[config.mk]
export PLATFORM = sky130hd
export DESIGN_NAME = serial_to_parallel_flat
export DESIGN_NICKNAME = d
export VERILOG_FILES = /design/src/rtl/serial_to_parallel_if.sv /design/src/rtl/serial_to_parallel.sv /design/src/flat_wrapper.sv
export SDC_FILE = /design/constraint.sdc
export NUM_CORES = 1
export LEC_CHECK = 0
export CAP_MARGIN = 20
export CELL_PAD_IN_SITES_DETAIL_PLACEMENT = 0
export CELL_PAD_IN_SITES_GLOBAL_PLACEMENT = 1
export CORE_AREA = 2 2 61 63
export CTS_CLUSTER_DIAMETER = 80
export DETAILED_ROUTE_END_ITERATION = 10
export DIE_AREA = 0 0 63 65
export HOLD_SLACK_MARGIN = 0.05
export PLACE_DENSITY = 0.71
export SLEW_MARGIN = 20
export SYNTH_ARGS = -nofsm -noshare
export SYNTH_HDL_FRONTEND = slang
export SYNTH_SLANG_ARGS = --single-unit
[constraint.sdc]
create_clock -name i_clock -period 1.8 [get_ports i_clock]
set_clock_uncertainty 0.05 [all_clocks]
set_input_delay 0.36 -clock i_clock [delete_from_list [all_inputs] [get_ports i_clock]]
set_output_delay 0.36 -clock i_clock [all_outputs]
set_load 0.05 [all_outputs]
[src/rtl/serial_to_parallel_if.sv]
// serial_to_parallel_if
//   Bundles the serial input side, the valid/ready word output and the error
//   pulses of serial_to_parallel. Clock and reset stay as plain module ports.
//   slave  : the deserializer (drives o_*, reads i_*)
//   master : the stream source / word consumer (drives i_*, reads o_*)
//   Optional SERIAL_TO_PARALLEL_ERRCNT_EN adds o_err_count[7:0].
interface serial_to_parallel_if #(
  parameter int N = 8
);
  logic         i_enable;
  logic         i_valid;
  logic         i_data;
  logic         i_ready;
  logic         o_valid;
  logic [N-1:0] o_data;
  logic         o_err_short;
  logic         o_err_long;
  logic         o_overrun;
`ifdef SERIAL_TO_PARALLEL_ERRCNT_EN
  logic [7:0]   o_err_count;

  modport slave (
    input  i_enable, i_valid, i_data, i_ready,
    output o_valid, o_data, o_err_short, o_err_long, o_overrun, o_err_count
  );
  modport master (
    output i_enable, i_valid, i_data, i_ready,
    input  o_valid, o_data, o_err_short, o_err_long, o_overrun, o_err_count
  );
`else
  modport slave (
    input  i_enable, i_valid, i_data, i_ready,
    output o_valid, o_data, o_err_short, o_err_long, o_overrun
  );
  modport master (
    output i_enable, i_valid, i_data, i_ready,
    input  o_valid, o_data, o_err_short, o_err_long, o_overrun
  );
`endif
endinterface

[src/rtl/serial_to_parallel.sv]
// serial_to_parallel
//   Deserializer for the framed single-bit stream: a frame is exactly N cycles
//   of i_valid high (MSB first) followed by at least one idle cycle. The
//   assembled word is presented on a valid/ready output register; short
//   frames, long frames and output overruns raise 1-cycle pulses.
//
//   Ports:
//     i_clock      clock, rising edge
//     i_reset      synchronous, active-high reset
//     bus (slave)  i_enable, i_valid, i_data, i_ready in;
//                  o_valid, o_data[N-1:0], o_err_short, o_err_long, o_overrun out
//
//   Optional: define SERIAL_TO_PARALLEL_ERRCNT_EN to add bus.o_err_count[7:0],
//   a saturating count of cycles carrying any error/overrun pulse.
//
//   state   | meaning
//   --------+--------------------------------------------------------
//   IDLE    | between frames, first valid bit starts a new frame
//   SHIFT   | collecting bits 2..N of a frame
//   CHECK   | N bits held, next cycle must be the gap to commit
//   DISCARD | frame overran N bits, waiting for the gap
module serial_to_parallel #(
  parameter int N = 8
) (
  input logic            i_clock,
  input logic            i_reset,
  serial_to_parallel_if.slave bus
);

  localparam int CW = $clog2(N);
  localparam logic [CW-1:0] LAST_CNT = CW'(N - 1);

  typedef enum logic [1:0] {IDLE, SHIFT, CHECK, DISCARD} state_t;

  state_t        state_q, state_d;
  logic [N-1:0]  shift_q, shift_d;
  logic [CW-1:0] cnt_q, cnt_d;
  logic          valid_q, valid_d;
  logic [N-1:0]  data_q, data_d;
  logic          err_short_q, err_short_d;
  logic          err_long_q, err_long_d;
  logic          overrun_q, overrun_d;

  always_ff @(posedge i_clock) begin
    if (i_reset) begin
      state_q     <= IDLE;
      shift_q     <= '0;
      cnt_q       <= '0;
      valid_q     <= 1'b0;
      data_q      <= '0;
      err_short_q <= 1'b0;
      err_long_q  <= 1'b0;
      overrun_q   <= 1'b0;
    end else begin
      state_q     <= state_d;
      shift_q     <= shift_d;
      cnt_q       <= cnt_d;
      valid_q     <= valid_d;
      data_q      <= data_d;
      err_short_q <= err_short_d;
      err_long_q  <= err_long_d;
      overrun_q   <= overrun_d;
    end
  end

  always_comb begin
    state_d     = state_q;
    shift_d     = shift_q;
    cnt_d       = cnt_q;
    valid_d     = valid_q;
    data_d      = data_q;
    err_short_d = 1'b0;
    err_long_d  = 1'b0;
    overrun_d   = 1'b0;

    if (valid_q && bus.i_ready)
      valid_d = 1'b0;

    if (!bus.i_enable) begin
      // Abort: drop any frame and the pending word, keep o_data/shift as-is.
      state_d = IDLE;
      cnt_d   = '0;
      valid_d = 1'b0;
    end else begin
      case (state_q)
        IDLE: begin
          if (bus.i_valid) begin
            shift_d = {shift_q[N-2:0], bus.i_data};
            cnt_d   = CW'(1);
            state_d = SHIFT;
          end
        end
        SHIFT: begin
          if (bus.i_valid) begin
            shift_d = {shift_q[N-2:0], bus.i_data};
            cnt_d   = cnt_q + CW'(1);
            if (cnt_q == LAST_CNT)
              state_d = CHECK;
          end else begin
            err_short_d = 1'b1;
            cnt_d       = '0;
            state_d     = IDLE;
          end
        end
        CHECK: begin
          cnt_d = '0;
          if (!bus.i_valid) begin
            state_d = IDLE;
            // A word consumed on this same edge frees the register for the new one.
            if (!valid_q || bus.i_ready) begin
              data_d  = shift_q;
              valid_d = 1'b1;
            end else begin
              overrun_d = 1'b1;
            end
          end else begin
            err_long_d = 1'b1;
            state_d    = DISCARD;
          end
        end
        DISCARD: begin
          if (!bus.i_valid)
            state_d = IDLE;
        end
        default: state_d = IDLE;
      endcase
    end
  end

  assign bus.o_valid     = valid_q;
  assign bus.o_data      = data_q;
  assign bus.o_err_short = err_short_q;
  assign bus.o_err_long  = err_long_q;
  assign bus.o_overrun   = overrun_q;

`ifdef SERIAL_TO_PARALLEL_ERRCNT_EN
  logic [7:0] err_cnt_q;

  // Counts on the edge that raises a pulse, so it moves together with the pulse.
  always_ff @(posedge i_clock) begin
    if (i_reset)
      err_cnt_q <= '0;
    else if ((err_short_d || err_long_d || overrun_d) && (err_cnt_q != 8'hFF))
      err_cnt_q <= err_cnt_q + 8'd1;
  end

  assign bus.o_err_count = err_cnt_q;
`endif

endmodule

[src/flat_wrapper.sv]
// flat-port wrapper written by rule: the top's interface ports become plain ports
module serial_to_parallel_flat 
#(
  parameter int N = 8
)
  (i_clock, i_reset, bus_i_enable, bus_i_valid, bus_i_data, bus_i_ready, bus_o_valid, bus_o_data, bus_o_err_short, bus_o_err_long, bus_o_overrun);
  serial_to_parallel_if #(.N(N)) bus_i ();
  input logic i_clock;
  input logic i_reset;
  input wire logic [$bits(bus_i.i_enable)-1:0] bus_i_enable;
  input wire logic [$bits(bus_i.i_valid)-1:0] bus_i_valid;
  input wire logic [$bits(bus_i.i_data)-1:0] bus_i_data;
  input wire logic [$bits(bus_i.i_ready)-1:0] bus_i_ready;
  output wire logic [$bits(bus_i.o_valid)-1:0] bus_o_valid;
  output wire logic [$bits(bus_i.o_data)-1:0] bus_o_data;
  output wire logic [$bits(bus_i.o_err_short)-1:0] bus_o_err_short;
  output wire logic [$bits(bus_i.o_err_long)-1:0] bus_o_err_long;
  output wire logic [$bits(bus_i.o_overrun)-1:0] bus_o_overrun;
  assign bus_i.i_enable = bus_i_enable;
  assign bus_i.i_valid = bus_i_valid;
  assign bus_i.i_data = bus_i_data;
  assign bus_i.i_ready = bus_i_ready;
  assign bus_o_valid = bus_i.o_valid;
  assign bus_o_data = bus_i.o_data;
  assign bus_o_err_short = bus_i.o_err_short;
  assign bus_o_err_long = bus_i.o_err_long;
  assign bus_o_overrun = bus_i.o_overrun;
  serial_to_parallel #(.N(N)) u_core (.i_clock(i_clock), .i_reset(i_reset), .bus(bus_i));
endmodule
==> impl_metrics.ini, run 1 <==
[outcome]
status = finished, final reports clean

[timing]
tns_ns = 0
period_share_pct = 92.04
grt_setup_unrepaired = no
hold_viol = 0
fmax_mhz = 603.6
min_period_ns = 1.657
setup_violations = 0
relSlewSlack_pct = 74.26
drv_slew = 0
worst_slew_pin_slew_ns = 0.3843

[power_and_ir_drop]
powerDensity_nw_per_um2 = 640.1
ir_drop_mv = 0.3067
p_seq_share_pct = 62.1
p_leak_nw = 0.5844
switching_share_pct = 24.05
p_total_mw = 0.9050
switching_power_mw = 0.2177
comb_power_share_pct = 9.3
p_int_mw = 0.6873
clockPowerShare_pct = 28.5

[synth]
synthTopCellsByArea = dfxtp_1 (44%), mux2i_1 (15%), nand2b_1 (11%)
seq_area_frac_synth_pct = 43.96
synth_area_um2 = 1139
synth_warnings = 0
syn_nets = 127
synthDistinctLibCells = 26
synthCells = 114
ys_ff_latch = 25
synth.avg_cell_area_um2 = 9.988
netlist.area_leader.share_pct = 43.96
synth_top_cell_by_area = dfxtp_1

[critical_path]
worstPathMaxFanout = 3
critPathMostFrequentCell = ha_1
crit_family = adder cells
worst_setup_path_start_kind = flop
r2r_slack_ns = 0.14
r2r-start = u_core.cnt_q[0]
path_buf_inv = 0
arrival_ns = 1.83
cp-end-kind = flop
cpMaxStageDelayCell = mux2_2
timing.rr.end = u_core.state_q[0]
required_ns = 1.97
critPathKind = reg2reg
cp_cell_sequence = ha_1 -> ha_1 -> nand2b_1 -> a31oi_1 -> mux2_2
worst-r2r-cell-count = 5
slowest_delay_ns = 0.37

[min_path]
min_path_cells = 2
hp-class = reg2reg
holdCritStartpoint = u_core.bus.o_data[6]
holdPathEnd = u_core.bus.o_data[6]

[run]
cap_violations = 0

[grt]
use_met3_pct = 3.299
grt_use_total_pct = 11.37
grt_remaining_overflow = 0
grt_max_degree = 26
use_met2_pct = 16.89
antenna_found_initial = 0
met1_usage_pct = 15.30
busiest_layer = met2
first_global_vias = 832
grt_pass1_wl_um = 3712

[cells_and_area]
num-fill-cells = 367
drive_above_1_share_pct = 18.25
final_common_cell = dfxtp_1
final_nets = 151
mostFrequentLayoutCells = dfxtp_1 (25), nand2b_1 (20), buf_4 (18)
diodes = 0
area_delta_synth_final_pct = 24.18

[route]
drt_iter0_markers = 23
vias = 815
drcViolationCount = 0
avgRoutedWirePerCell_um = 10.72
wirelength_um = 1984
dr.pass1.iters = 4
drtAntennaViolNets = 0
viasPerCell = 4.405

[floorplanning]
die_area_um2 = 4095
fp.dieH_um = 65
placement_rows = 22
chipWidth_um = 63
initial_utilization_pct = 32.57
coreArea_um2 = 3496
ios = 18

[placement]
port-buffer-count = 17
gp_congestion = 0.6932
place_hpwl_um = 1483

[clocking]
cts_tree = yes
cts.clk_slew.worst_paths_ns = 0.14
h-tree-depth = 1
clockRootBuffer = clkbuf_4
hold_buffers = 0
cts_buffers = 3
cts.sink_count = 25
clk_latency_ns = 0.31
clk_path_buf_depth = 2
## cell families (layout without fill, tap and decap cells)
group,after synthesis,in the layout,share of synthesized area [%]
adders and majority gates,7,7,7.692
AOI/OAI and AO/OA,9,9,5.165
DFF,25,25,43.96
and+or+nand+nor,47,47,23.74
buffers and inverters,8,31,3.517
muxes,18,18,15.93
## how the worst max path moves through the flow
stage                           start                 to  slack, ns  cells after the start
finish                u_core.cnt_q[0]  u_core.state_q[0]       0.14                      5
global route          u_core.cnt_q[0]  u_core.state_q[0]       0.08                      5
CTS                 u_core.state_q[0]  u_core.shift_q[6]       0.10                      5
detailed placement        bus_i_valid  u_core.state_q[0]       0.04                      4
global placement          bus_i_valid  u_core.state_q[0]       0.06                      4
floorplan           u_core.state_q[1]  u_core.shift_q[0]       0.25                      5
## synth_stat cells
cell type,count
nor3_1,2
nor3b_1,1
and3_1,1
buf_2,2
and3b_1,1
mux2i_1,17
or3_1,2
nand2_1,1
o211ai_2,1
nand2b_1,20
o21ba_1,1
buf_6,1
dfxtp_1,25
mux2_2,1
nor2_1,12
clkbuf_1,2
o21ai_0,2
nor4_1,1
nand4_1,2
and4b_1,1
or4b_1,1
nor2b_1,2
a21oi_1,4
ha_1,7
inv_1,3
a31oi_1,1
## stage by stage
step	area [um^2]	cells	hold WS (ns)	util (%)	setup WS (ns)
floorplan	1139	114	0.4002	-	0.2462
global placement	1375	181	0.4123	39.33	0.05966
detailed placement	1375	181	0.4151	39.33	0.04382
CTS	1405	185	0.4369	40.19	0.1008
global route	1414	185	0.4587	40.44	0.07528
finish	1414	185	0.4316	40.44	0.1432
## final cells by class
cell class	instances	area [um^2]	share of cell area (%)
Clock buffer	3	22.52	1.593
Sequential cell	25	500.5	35.40
Timing Repair Buffer	24	205.2	14.51
Inverter	3	11.26	0.7965
Tap cell	48	60.06	4.248
Multi-Input combinational cell	81	606.8	42.92
Clock inverter	1	7.507	0.5310
## worst min-delay path, cell delays in order, from the launching register on
cell	delay, ns
dfxtp_1	0.34
nand2b_1	0.06
mux2i_1	0.05
## power groups by stage
| stage | Clock [mW] | Combinational (mW) | Sequential (mW) |
|---|---|---|---|
| 6_report | 0.258 | 0.0845 | 0.562 |
| 5_1_grt | 0.295 | 0.0937 | 0.564 |
| 4_1_cts | 0.266 | 0.0825 | 0.562 |
| 3_5_place_dp | 0 | 0.0821 | 0.574 |
| 3_3_place_gp | 0 | 0.0815 | 0.574 |
| 2_1_floorplan | 0 | 0.0534 | 0.574 |
## per-layer routing
metal / part of all wire, % / vias up
li1: - / 435
met1: 52 / 365
met3: 4.6 / 2
met5: 0 / -
met4: 1.2 / 0
met2: 42 / 13
## registers in the layout, indices dropped and copies added, names as in the netlist
signal                  flops
u_core.shift_q              8
u_core.state_q              2
u_core.bus.o_err_short      1
u_core.cnt_q                3
u_core.bus.o_data           8
u_core.bus.o_overrun        1
u_core.bus.o_err_long       1
u_core.bus.o_valid          1
## repair_timing
action                                  CTS  global route
endpoints found under the setup margin    0             7
buffers inserted                          0             0
endpoints found under the hold margin     0             0
resized for setup                         0             1
(Power assumes the default switching activity.)
==> run 2: changes to the inputs <==
--- a/config.mk
+++ b/config.mk
@@ -12,8 +12,9 @@
 export CTS_CLUSTER_DIAMETER = 80
 export DETAILED_ROUTE_END_ITERATION = 10
 export DIE_AREA = 0 0 63 65
+export DONT_BUFFER_PORTS = 1
 export HOLD_SLACK_MARGIN = 0.05
-export PLACE_DENSITY = 0.71
+export PLACE_DENSITY = 0.62
 export SLEW_MARGIN = 20
 export SYNTH_ARGS = -nofsm -noshare
 export SYNTH_HDL_FRONTEND = slang
==> run 2 against run 1 <==
Compared with the run above: cell count is 9.7% lower; worst hold slack lost 0.30 ns; global-route usage decreased by 0.87 points; critical path type unchanged; critical endpoint unchanged; highest routed layer is now met3.
==> impl_metrics.ini, run 2 (synthesized netlist as in run 1, its figures left out) <==
[cells_and_area]
num-fill-cells = 374
multiInputGateArea_um2 = 598.1
drive_above_1_share_pct = 8.403
area_delta_synth_final_pct = 9.780
diodes = 0
final_common_cell = dfxtp_1
mostFrequentLayoutCells = dfxtp_1 (25), nand2b_1 (20), mux2i_1 (17)
final_nets = 133
regArea_um2 = 500.5
fin_cells = 167

[clocking]
cts_tree = yes
h-tree-depth = 1
cts.sink_count = 25
cts_buffers = 3
cts.clk_slew.worst_paths_ns = 0.15
clk_path_buf_depth = 2
clk_latency_ns = 0.32
clockRootBuffer = clkbuf_4

[power_and_ir_drop]
switching_power_mw = 0.2166
comb_power_share_pct = 6.8
p_leak_nw = 0.4904
clockPowerShare_pct = 30.0
p_total_mw = 0.8919
switching_share_pct = 24.28
powerDensity_nw_per_um2 = 713.6
p_seq_share_pct = 63.2
p_int_mw = 0.6753
ir_drop_mv = 0.2043

[outcome]
status = finished, final reports clean

[grt]
grt_pass1_wl_um = 3387
grt_remaining_overflow = 0
grt_use_total_pct = 10.50
grt_max_degree = 20
antenna_found_initial = 0
first_global_vias = 771

[timing]
setup_violations = 0
fmax_mhz = 608.1
worst_slew_pin_slew_ns = 0.5101
hold_viol = 0
grt_setup_unrepaired = no
relSlewSlack_pct = 65.95
min_period_ns = 1.644
tns_ns = 0
period_share_pct = 91.36
drv_slew = 0

[route]
dr.pass1.iters = 4
avgRoutedWirePerCell_um = 12.01
drt_iter0_markers = 49
viasPerCell = 4.491
drtAntennaViolNets = 0
vias = 750
wirelength_um = 2006
drcViolationCount = 0

[critical_path]
r2r-start = u_core.state_q[1]
worstSetupStartpoint = u_core.state_q[1]
cpMaxStageDelayCell = dfxtp_1
critPathKind = reg2reg
cp_cell_sequence = inv_1 -> ha_1 -> nand2b_1 -> a31oi_1 -> mux2_2
slowest_delay_ns = 0.39
required_ns = 1.98
cp-end-kind = flop
worstPathMaxFanout = 7
worst_setup_path_start_kind = flop
arrival_ns = 1.82

[min_path]
holdCritStartpoint = bus_i_data
hp-class = in2reg

[floorplanning]
die_area_um2 = 4095
initial_utilization_pct = 32.57
fp.dieH_um = 65
ios = 18
placement_rows = 22
chipWidth_um = 63
coreArea_um2 = 3496

[placement]
dp_cells = 161
place_hpwl_um = 1360
port-buffer-count = 0
gp_congestion = 0.8079

[run]
cap_violations = 0
-- run 2: cell types whose count changed in the layout (fill, tap and decap cells not counted) --
cell / before / now
o211ai_2: 0 / 1
buf_4: 18 / 4
dlygate4sd3_1: 0 / 2
clkdlybuf4s50_1: 5 / 0
o211ai_4: 1 / 0
buf_12: 1 / 0
-- run 2: per-stage QoR --
step,hold slack [ns],cell area [um^2],setup slack [ns],utilization [%]
4_1_cts,0.1205,1250,0.1551,35.76
3_3_place_gp,0.3840,1200,0.2384,34.32
5_1_grt,0.1197,1250,0.06022,35.76
2_1_floorplan,0.4002,1139,0.2462,-
3_5_place_dp,0.3864,1200,0.1868,34.32
6_report,0.1334,1250,0.1556,35.76
-- run 2: final timing paths --
path	end	slack (ns)	depth (start not counted)
worst min-delay path	u_core.shift_q[0]	0.13	2
worst max register to register	u_core.state_q[0]	0.16	5
worst max-delay path	u_core.state_q[0]	0.16	5
worst min register to register	u_core.cnt_q[2]	0.44	2
-- run 2: critical path, delay by kind of cell, from the launching register on --
kind | cells | cell delay, ns
compound gates | 1 | 0.26
flops | 1 | 0.39
buf+inv | 1 | 0.10
simple gates | 1 | 0.09
fa+ha+maj | 1 | 0.30
mux | 1 | 0.37
-- run 2: power groups by stage --
stage,combinational [mW],clock [mW],sequential [mW]
2_1_floorplan,0.0534,0,0.574
3_3_place_gp,0.0540,0,0.575
3_5_place_dp,0.0542,0,0.576
4_1_cts,0.0607,0.280,0.564
5_1_grt,0.0662,0.303,0.565
6_report,0.0606,0.268,0.564
-- run 2: what timing repair did --
action,CTS,global route
hold buffers,2,0
resized for setup,0,0
buffers inserted,0,0
hold endpoints to repair,9,0
-- run 2: layer usage --
metal / global-route usage, % / part of all wire, %
met1: 13.03 / 49
met2: 17.29 / 47
met3: 3.299 / 4.5
met4: 3.333 / 0
met5: 0 / 0
-- run 2: layout make-up --
type | count | share of cell area (%)
well taps | 48 | 4.805
multi-input cells | 81 | 47.85
inverters | 3 | 0.9009
clock inverters | 1 | 0.6006
clock buffers | 3 | 1.802
repair buffers | 6 | 4.004
flip-flops and latches | 25 | 40.04
==> run 3: changes to the inputs <==
--- a/config.mk
+++ b/config.mk
@@ -13,7 +13,8 @@
 export DETAILED_ROUTE_END_ITERATION = 10
 export DIE_AREA = 0 0 63 65
 export DONT_BUFFER_PORTS = 1
-export HOLD_SLACK_MARGIN = 0.05
+export GPL_ROUTABILITY_DRIVEN = 0
+export HOLD_SLACK_MARGIN = 0.12
 export PLACE_DENSITY = 0.62
 export SLEW_MARGIN = 20
 export SYNTH_ARGS = -nofsm -noshare
==> run 3 against run 2 <==
Compared with the run above: sequential power hardly changed; largest power group unchanged; flip-flop and latch count unchanged; first-iteration DRC count fell by 29%; sequential share of layout area is 0.32 points lower; critical path depth stayed put; largest cell class unchanged; critical endpoint unchanged; combinational power is 3% higher; core utilization rose by 0.29 points; register-to-register slack about the same; global-route usage unchanged; maximum frequency is 0.45% lower.
==> impl_metrics.ini, run 3 (synthesized netlist as in run 1, its figures left out) <==
[power_and_ir_drop]
p_total_mw = 0.8945
ir_drop_mv = 0.2054
powerDensity_nw_per_um2 = 710.0
p_leak_nw = 0.4946

[run]
cap_violations = 0

[timing]
fmax_mhz = 605.4
period_share_pct = 91.77
holdWs_ns = 0.1334
grt_setup_unrepaired = no
relSlewSlack_pct = 65.95
hold_viol = 0
tns_ns = 0
min_period_ns = 1.652
worst_slew_pin_slew_ns = 0.5101
setup_violations = 0
drv_slew = 0

[critical_path]
worst_setup_path_start_kind = flop
worstSetupStartpoint = u_core.state_q[1]
worst-r2r-cell-count = 5
cp-end-kind = flop
required_ns = 1.98
worstPathMaxFanout = 7
cp_cell_sequence = inv_1 -> ha_1 -> nand2b_1 -> a31oi_1 -> mux2_2
arrival_ns = 1.83
worstSetupPathDepth = 5
r2r-start = u_core.state_q[1]
r2r_slack_ns = 0.15
cpMaxStageDelayCell = dfxtp_1
timing.rr.end = u_core.state_q[0]
critPathKind = reg2reg
slowest_delay_ns = 0.39
endpoint = u_core.state_q[0]
path_buf_inv = 1
crit_family = flip-flops

[grt]
grt_max_degree = 20
antenna_found_initial = 0
grt_remaining_overflow = 0
grt_use_total_pct = 10.50
first_global_vias = 771
grt_pass1_wl_um = 3387

[floorplanning]
ios = 18
initial_utilization_pct = 32.57
placement_rows = 22
fp.dieH_um = 65
die_area_um2 = 4095
chipWidth_um = 63
coreArea_um2 = 3496

[cells_and_area]
drive_above_1_share_pct = 8.333
mostFrequentLayoutCells = dfxtp_1 (25), nand2b_1 (20), mux2i_1 (17)
area_delta_synth_final_pct = 10.66
num-fill-cells = 374
regArea_um2 = 500.5
diodes = 0
final_common_cell = dfxtp_1
final_nets = 134
multiInputGateArea_um2 = 598.1

[clocking]
cts.clk_slew.worst_paths_ns = 0.15
clk_path_buf_depth = 2
clockRootBuffer = clkbuf_4
cts_tree = yes
cts.sink_count = 25
h-tree-depth = 1
cts_buffers = 3
post_cts_resized = 0
clk_latency_ns = 0.32

[min_path]
hp-class = in2reg
min_path_cells = 2

[route]
drt_iter0_markers = 35
drcViolationCount = 0
vias = 761
dr.pass1.iters = 4
drtAntennaViolNets = 0
avgRoutedWirePerCell_um = 12.02
viasPerCell = 4.530
wirelength_um = 2019

[placement]
place_hpwl_um = 1360
port-buffer-count = 0

[outcome]
status = finished, final reports clean
run 3: cell types whose count changed in the layout (fill, tap and decap cells not counted), sizes merged:
cell         previous run  this run
dlygate4sd3             2         3
run 3: per-layer routing:
| metal | vias to the layer above | routed length (um) | GRT usage, % |
|---|---|---|---|
| li1 | 396 | - | - |
| met1 | 356 | 997 | 13.03 |
| met2 | 9 | 930 | 17.29 |
| met3 | 0 | 91 | 3.299 |
| met4 | 0 | 0 | 3.333 |
| met5 | - | 0 | 0 |
run 3: layout make-up:
cell class	instances	share of cell area, %
clock buffer	3	1.787
clock inverter	1	0.5958
inverter	3	0.8937
multi-input combinational	81	47.47
sequential	25	39.72
tap	48	4.767
timing repair buffer	7	4.767
run 3: what timing repair did:
action                                 4_1_cts  5_1_grt
hold buffers                                 2        1
buffers inserted                             0        0
endpoints found under the hold margin        9        1
run 3: per-stage QoR:
step	worst slack (ns)	std cells	util, %	area, um^2
3_3_place_gp	0.2384	161	34.32	1200
3_5_place_dp	0.1868	161	34.32	1200
6_report	0.1482	168	36.04	1260
4_1_cts	0.1551	167	35.76	1250
2_1_floorplan	0.2462	114	-	1139
5_1_grt	0.06022	168	36.04	1260
run 3: worst min-delay path by stage:
stage / start / slack, ns / to
CTS: bus_i_data / 0.12 / u_core.shift_q[0]
detailed placement: i_reset / 0.39 / u_core.shift_q[7]
global route: i_reset / 0.13 / u_core.bus.o_data[1]
finish: bus_i_data / 0.13 / u_core.shift_q[0]
floorplan: u_core.cnt_q[1] / 0.40 / u_core.cnt_q[1]
global placement: i_reset / 0.38 / u_core.shift_q[0]
run 3: report_power, final:
part	total, mW	switching, mW	internal, mW
logic	0.0623	0.0289	0.0335
clock network	0.269	0.184	0.0848
registers	0.564	0.00517	0.559
run 3: worst register-to-register path, cell delays in order, from the launching register on:
cell and delay, ns:
dfxtp_1 0.39, inv_1 0.11, ha_1 0.30, nand2b_1 0.09
a31oi_1 0.26, mux2_2 0.37
